**config.mk**
```make
export PLATFORM = sky130hd
export DESIGN_NAME = sntc_ldpc_cword_loader
export DESIGN_NICKNAME = d
export VERILOG_FILES = /design/src/rtl/sntc_ldpc_cword_loader.sv
export SDC_FILE = /design/constraint.sdc
export NUM_CORES = 1
export LEC_CHECK = 0
export ABC_AREA = 1
export CORE_UTILIZATION = 51
export DETAILED_ROUTE_END_ITERATION = 16
export PLACE_DENSITY = 0.83
export SYNTH_ARGS = -nofsm -noshare
export SYNTH_HDL_FRONTEND = slang
export SYNTH_SLANG_ARGS = --single-unit
```
**constraint.sdc**
```tcl
create_clock -name clk -period 14.46 [get_ports clk]
set_input_delay 3.615 -clock clk [delete_from_list [all_inputs] [get_ports clk]]
set_output_delay 3.615 -clock clk [all_outputs]
set_load 0.01 [all_outputs]
```
**src/rtl/sntc_ldpc_cword_loader.sv**
```systemverilog
// LDPC codeword loader: assembles W-bit beats into an NN-bit hard-decision
// word, presents it to an external syndrome stage, waits SYN_LAT cycles,
// then reports syndrome weight / validity until the result is taken.
module sntc_ldpc_cword_loader #(
  parameter  int NN      = 'h000d0,
  parameter  int MM      = 'h000a8,
  parameter  int W       = 16,
  parameter  int SYN_LAT = 1,
  localparam int NBEATS  = (NN + W - 1) / W,
  localparam int SUM_MM  = $clog2(MM + 1)
) (
  input  logic              clk,
  input  logic              rst,
  input  logic              in_valid,
  input  logic [W-1:0]      in_data,
  input  logic              in_last,
  output logic              in_ready,
  output logic [NN-1:0]     y_nr_out,
  output logic              syn_clr,
  input  logic [MM-1:0]     syn_nr_in,
  input  logic              valid_cword_in,
  output logic              res_valid,
  input  logic              res_ready,
  output logic              res_ok,
  output logic [SUM_MM-1:0] res_weight,
  output logic              res_len_err
);

  localparam int CNT_W = $clog2(NBEATS + 1);

  typedef enum logic [1:0] {S_IDLE, S_LOAD, S_EVAL, S_REPORT} state_t;

  state_t              state, state_nxt;
  logic [CNT_W-1:0]    beat_cnt;
  logic [3:0]          lat_cnt;
  logic                lenerr;
  logic                xfer;
  logic                last_beat;
  logic                lat_done;
  logic [NN-1:0]       wr_mask;
  logic [NN-1:0]       wr_data;
  logic [SUM_MM-1:0]   pop;

  assign xfer      = in_valid && in_ready;
  assign last_beat = (beat_cnt == CNT_W'(NBEATS - 1));
  assign lat_done  = (lat_cnt == 4'(SYN_LAT - 1));

  // Select the codeword bits owned by the current beat; bits past NN never exist
  always_comb begin
    wr_mask = '0;
    wr_data = '0;
    for (int i = 0; i < NN; i++) begin
      wr_data[i] = in_data[i % W];
      wr_mask[i] = (beat_cnt == CNT_W'(i / W));
    end
  end

  // Syndrome population count, range 0..MM
  always_comb begin
    pop = '0;
    for (int i = 0; i < MM; i++) pop = pop + SUM_MM'(syn_nr_in[i]);
  end

  // State register
  always_ff @(posedge clk or posedge rst) begin
    if (rst) state <= S_IDLE;
    else     state <= state_nxt;
  end

  // Next-state: the final beat always ends loading; an early in_last aborts
  always_comb begin
    state_nxt = state;
    case (state)
      S_IDLE, S_LOAD: begin
        if (xfer) begin
          if (last_beat)    state_nxt = S_EVAL;
          else if (in_last) state_nxt = S_IDLE;
          else              state_nxt = S_LOAD;
        end
      end
      S_EVAL:   if (lat_done)  state_nxt = S_REPORT;
      S_REPORT: if (res_ready) state_nxt = S_IDLE;
      default:  state_nxt = S_IDLE;
    endcase
  end

  // Outputs: accept beats only while loading; clear the syndrome stage on a frame's first beat
  always_comb begin
    in_ready  = ~rst && (state == S_IDLE || state == S_LOAD);
    syn_clr   = xfer && (state == S_IDLE);
    res_valid = (state == S_REPORT);
  end

  // Datapath: beat assembly, latency count, result capture
  always_ff @(posedge clk or posedge rst) begin
    if (rst) begin
      beat_cnt    <= '0;
      lat_cnt     <= '0;
      lenerr      <= 1'b0;
      y_nr_out    <= '0;
      res_ok      <= 1'b0;
      res_weight  <= '0;
      res_len_err <= 1'b0;
    end else begin
      case (state)
        S_IDLE, S_LOAD: begin
          if (xfer) begin
            y_nr_out <= (y_nr_out & ~wr_mask) | (wr_data & wr_mask);
            if (last_beat) begin
              beat_cnt <= '0;
              lat_cnt  <= '0;
              lenerr   <= ~in_last;
            end else if (in_last) begin
              beat_cnt <= '0;
            end else begin
              beat_cnt <= beat_cnt + CNT_W'(1);
            end
          end
        end
        S_EVAL: begin
          if (lat_done) begin
            res_weight  <= pop;
            res_ok      <= valid_cword_in && (pop == '0) && ~lenerr;
            res_len_err <= lenerr;
          end else begin
            lat_cnt <= lat_cnt + 4'd1;
          end
        end
        default: ;
      endcase
    end
  end

endmodule

```
==> results of run 1 <==
## critical path, cell delays in order
cell             delay, ns
clkdlybuf4s50_1       0.49
inv_1                 0.07
fa_1                  0.52
inv_1                 0.05
fa_1                  0.41
fa_1                  0.53
inv_1                 0.06
fa_1                  0.53
inv_1                 0.05
fa_1                  0.47
fa_1                  0.54
fa_1                  0.47
fa_1                  0.50
fa_1                  0.55
inv_1                 0.06
fa_1                  0.54
inv_1                 0.04
ha_1                  0.32
or2_2                 0.34
nand3_1               0.11
nand2_1               0.07
nand2_1               0.09
nand2_1               0.05
nor2_1                0.10
nand2_1               0.05
nand2_1               0.05
## cell families (layout without fill, tap and decap cells)
group	after synthesis	count (layout)	share of synthesized area, %
AOI/OAI and AO/OA	234	234	9.62
and+or+nand+nor	301	301	10.4
adders and majority gates	185	185	26.3
buffers and inverters	337	733	10.3
DFF	229	229	43.3
xor gates and xnor gates	2	2	0.132
## cells in the mapped netlist (14+ instances only)
cell | n | area, um2
clkbuf_1 | 24 | 90.1
inv_1 | 275 | 1030
nand2_1 | 121 | 454
o21ai_1 | 30 | 150
nor2_1 | 140 | 526
dfrtp_1 | 229 | 5730
ha_1 | 30 | 375
nand3_1 | 14 | 70.1
fa_1 | 155 | 3100
buf_2 | 22 | 110
o21ai_0 | 62 | 310
a21oi_2 | 23 | 201
a21oi_1 | 110 | 551
## per-layer routing
metal	vias to the layer above	part of all wire (%)	track usage, %
met5	-	0	0
li1	4651	-	-
met2	425	52	51.1
met4	0	5.3	14.0
met1	5039	36	32.5
met3	119	6.6	5.71
## worst max path at each step
stage	start	slack [ns]	cells past startpoint	endpoint
3_3_place_gp	syn_nr_in[59]	3.77	27	res_ok
3_5_place_dp	syn_nr_in[59]	3.66	27	res_ok
2_1_floorplan	syn_nr_in[59]	4.49	26	res_ok
4_1_cts	syn_nr_in[59]	4.20	26	res_ok
6_report	syn_nr_in[59]	4.24	26	res_ok
5_1_grt	syn_nr_in[59]	3.88	31	res_ok
## stage by stage
| stage | worst slack [ns] | area [um2] |
|---|---|---|
| floorplan | 4.49 | 13200 |
| global placement | 3.77 | 17500 |
| detailed placement | 3.66 | 17500 |
| CTS | 4.20 | 18300 |
| global route | 3.88 | 18300 |
| finish | 4.24 | 18300 |
## layout make-up
cell class | count | area, um2 | area share (%)
timing repair buffer | 411 | 4110 | 22.5
clock inverter | 8 | 109 | 0.596
clock buffer | 33 | 684 | 3.75
multi-input combinational | 722 | 6150 | 33.7
sequential | 229 | 5730 | 31.4
inverter | 281 | 1070 | 5.84
tap | 330 | 413 | 2.26
==> metrics.yaml, run 1 <==
run_status:
  status: "complete, no violations"
grt:
  grt_pass1_wl_mm: 57.6
  grt_max_degree: 149
  antenna_found_initial: 0
  overflow: 0
  grt_usage_pct: 28.5
  first_global_vias: 10949
timing:
  hold_violations: 0
  finalCriticalPeriod_ns: 10.22
  relSlewSlack_pct: 21.5
  fmax_mhz: 97.8
  timing.final.crit_share_pct: 70.7
  timing.hold.ws_ns: 0.483
  drv_slew: 0
  finalSetupTns_ns: 0
  setup_viol: 0
  grt_setup_unrepaired: "no"
  fin_skew_ns: 0.0276
  tightest_slew_ns: 1.17
drt:
  ant_nets: 0
  drc: 0
  drtIter0Drc: 884
  wl_per_cell_um: 18.3
  vias_per_cell: 5.08
  firstDrtPassIters: 5
  dr_total_vias: 10234
  wl_mm: 36.9
finish:
  drive_above_1_share_pct: 5.46
  synthToLayoutAreaGrowth_pct: 38.0
  fin_util_pct: 72.1
  mostFrequentLayoutCell: "clkdlybuf4s50_1"
  nets: 2044
  fin_cells: 2014
  layout_common_cells: "clkdlybuf4s50_1 (410), inv_1 (274), dfrtp_1 (229), fa_1 (155), nor2_1 (140)"
  diodes: 0
  num-fill-cells: 1750
synthesis:
  synthCells: 1288
  yosysSeqAreaShare_pct: 43.3
  ys_ff_latch: 229
  syn-mean-instance-area_um2: 10.3
  synthFlopType: "dfrtp_1"
  synth-edff-count: 0
  synth_cell_types: 33
  ys_warn_count: 0
  synth_area_um2: 13200
  syn_nets: 1663
  postSynth.asyncResetShare_pct: 100
floorplan:
  initial_utilization_pct: 52.3
  dieArea_um2: 26600
  die_w_um: 163
  ioPinCount: 411
  die_height_um: 163
  core_um2: 25300
  core.rowCount: 58
clock_tree:
  cts_setup_buffers: 0
  cts.clk_slew.worst_paths_ns: 0.06
  htree_levels: 1
  cts_sinks: 229
  numCtsBuffers: 24
  cts_tree: "done"
  cts_buffer_depth: 3
  clk_latency_ns: 0.52
  root_buffer: "clkbuf_16"
  post_cts_resized: 0
  ctsHoldBuffers: 0
job:
  maxCapViolations: 0
setup_path:
  critPathLaunchType: "input pin"
  arrival_ns: 10.69
  r2r-start: "beat_cnt[1]"
  cp.required_ns: 14.93
  rr_worst_depth: 6
  rrSetupSlack_ns: 12.21
  critPathCaptureType: "register"
  critPathKind: "in2reg"
  crit_path_max_fanout: 3
min_path:
  hold_path.class: "reg2reg"
  holdPathStages: 2
  hold_path.startpoint: "res_weight[4]"
  hold-path-endpoint: "res_weight[4]"
placed_design:
  hpwl_mm: 28.5
  place.gp.congestion: 0.871
  io_buffers: 410
  dp_cells: 1973
Power of run 1 is left out: the tool's default activity adds up to more than one toggle a clock period on the data nets, which glitch-free logic cannot reach.
==> inputs of run 2 (changes only) <==
Settings changed: CORE_UTILIZATION 51 to 48, PLACE_DENSITY 0.83 to 0.79.
Clock period 14.46 ns to 9.8 ns, I/O delays scaled along.
==> metrics.yaml, run 2 (synthesis results as in run 1) <==
run_status:
  status: "complete, no violations"
finish:
  diodes: 0  # unchanged
  mostFrequentLayoutCell: "clkdlybuf4s50_1"
  nets: 2044  # unchanged
  layout_common_cells: "clkdlybuf4s50_1 (410), inv_1 (274), dfrtp_1 (229), fa_1 (155), nor2_1 (140)"
  drive_above_1_share_pct: 5.12  # -0.35 points
  synthToLayoutAreaGrowth_pct: 37.6
  fin_util_pct: 67.4  # -4.7 points
grt:
  grt_usage_pct: 26.1  # -2.5 points
  first_global_vias: 10514  # -4.0%
  antenna_found_initial: 0  # unchanged
  overflow: 0  # unchanged
  grt_pass1_wl_mm: 56.5  # -1.9%
  grt_max_degree: 151  # +1.3%
clock_tree:
  cts_tree: "done"
  root_buffer: "clkbuf_16"
  clk_latency_ns: 0.52  # about the same
  cts.clk_slew.worst_paths_ns: 0.05  # about the same
  post_cts_resized: 0  # unchanged
  cts_buffer_depth: 3  # unchanged
  ctsHoldBuffers: 0  # unchanged
  cts_sinks: 229  # unchanged
  htree_levels: 1  # unchanged
  cts_setup_buffers: 0  # unchanged
  numCtsBuffers: 24  # unchanged
placed_design:
  place.gp.congestion: 0.822  # -5.7%
  io_buffers: 410  # unchanged
  hpwl_mm: 27.8  # -2.6%
timing:
  grt_setup_unrepaired: "no"
  setup_viol: 0  # unchanged
  hold_violations: 0  # unchanged
  finalCriticalPeriod_ns: 9.09
  relSlewSlack_pct: 20.1  # -1.5 points
  tightest_slew_ns: 1.19  # +0.0217 ns
  timing.hold.ws_ns: 0.484  # +0.000961 ns
  timing.final.crit_share_pct: 92.7
  fin_skew_ns: 0.0296  # +0.00200 ns
  fmax_mhz: 110
  drv_slew: 0  # unchanged
  finalSetupTns_ns: 0  # unchanged
drt:
  drtIter0Drc: 579  # -35%
  dr_total_vias: 9984  # -2.4%
  vias_per_cell: 4.94  # -2.8%
  wl_per_cell_um: 17.6  # -4.0%
  ant_nets: 0  # unchanged
  wl_mm: 35.5  # -3.7%
  drc: 0  # unchanged
  firstDrtPassIters: 5  # unchanged
setup_path:
  arrival_ns: 9.47  # -1.22 ns
  cp_slowest_stage_delay_ns: 0.54  # about the same
  crit_path_max_fanout: 3  # unchanged
  cpMaxStageDelayCell: "fa_1"
  critPathLaunchType: "input pin"
  critPathKind: "in2reg"
  cp.required_ns: 10.19  # -4.74 ns
  worst_path_most_repeated_cell: "fa_1"
  critPathCaptureType: "register"
  rr_worst_depth: 5  # -1
floorplan:
  initial_utilization_pct: 49.0  # -3.3 points
  die_height_um: 168  # +3.0%
  core.rowCount: 60  # +3.4%
  die_w_um: 168  # +3.0%
  dieArea_um2: 28200  # +6.2%
  ioPinCount: 411  # unchanged
  core_um2: 27000  # +6.7%
min_path:
  hold_path.class: "reg2reg"
  holdPathStages: 2  # unchanged
job:
  maxCapViolations: 0  # unchanged
[run 2: cell types whose count changed in the layout (fill, tap and decap cells not counted)]
cell and change:
clkbuf_1 +3, clkbuf_8 -2, clkinv_4 -1, inv_6 -1, bufinv_16 -1, clkinv_2 -1
[run 2: critical path: cells and delay by family]
| kind | cells | cell delay [ns] |
|---|---|---|
| buf+inv | 11 | 0.99 |
| fa+ha+maj | 12 | 5.42 |
| simple gates | 9 | 0.60 |
[run 2: path summary, 6_finish.rpt]
path / start / to / slack, ns
worst max-delay path: syn_nr_in[95] / res_ok / 0.71
worst min-delay path: register / register / 0.48
worst max register to register: beat_cnt[1] / register / 7.62
worst min register to register: register / register / 0.48
max in group asynchronous: rst / asynchronous set/reset pin / 5.52
min in group asynchronous: rst / asynchronous set/reset pin / 2.67
[run 2: cell type report]
class	instances	area, um2
Tap cell	341	427
Clock inverter	4	56.3
Clock buffer	34	668
Sequential cell	229	5730
Multi-Input combinational cell	722	6150
Inverter	281	1070
Fill cell	2052	8820
Timing Repair Buffer	411	4110
[run 2: metal layers]
metal,track usage [%],vias up,wire (um)
met5,0,-,0
met4,10.7,0,1660
met3,5.50,87,2470
met2,46.1,380,18000
met1,31.1,4879,13400
li1,-,4638,-
[run 2: per-stage QoR]
stage / worst slack, ns / std cells / cell area (um2)
final: 0.713 / 2022 / 18200
after detailed placement: 0.186 / 1984 / 17500
after global routing: 0.318 / 2022 / 18200
after floorplan: 0.997 / 1288 / 13200
after CTS: 0.707 / 2022 / 18200
after global placement: 0.305 / 1984 / 17500
Power of run 2 is left out for the same reason.
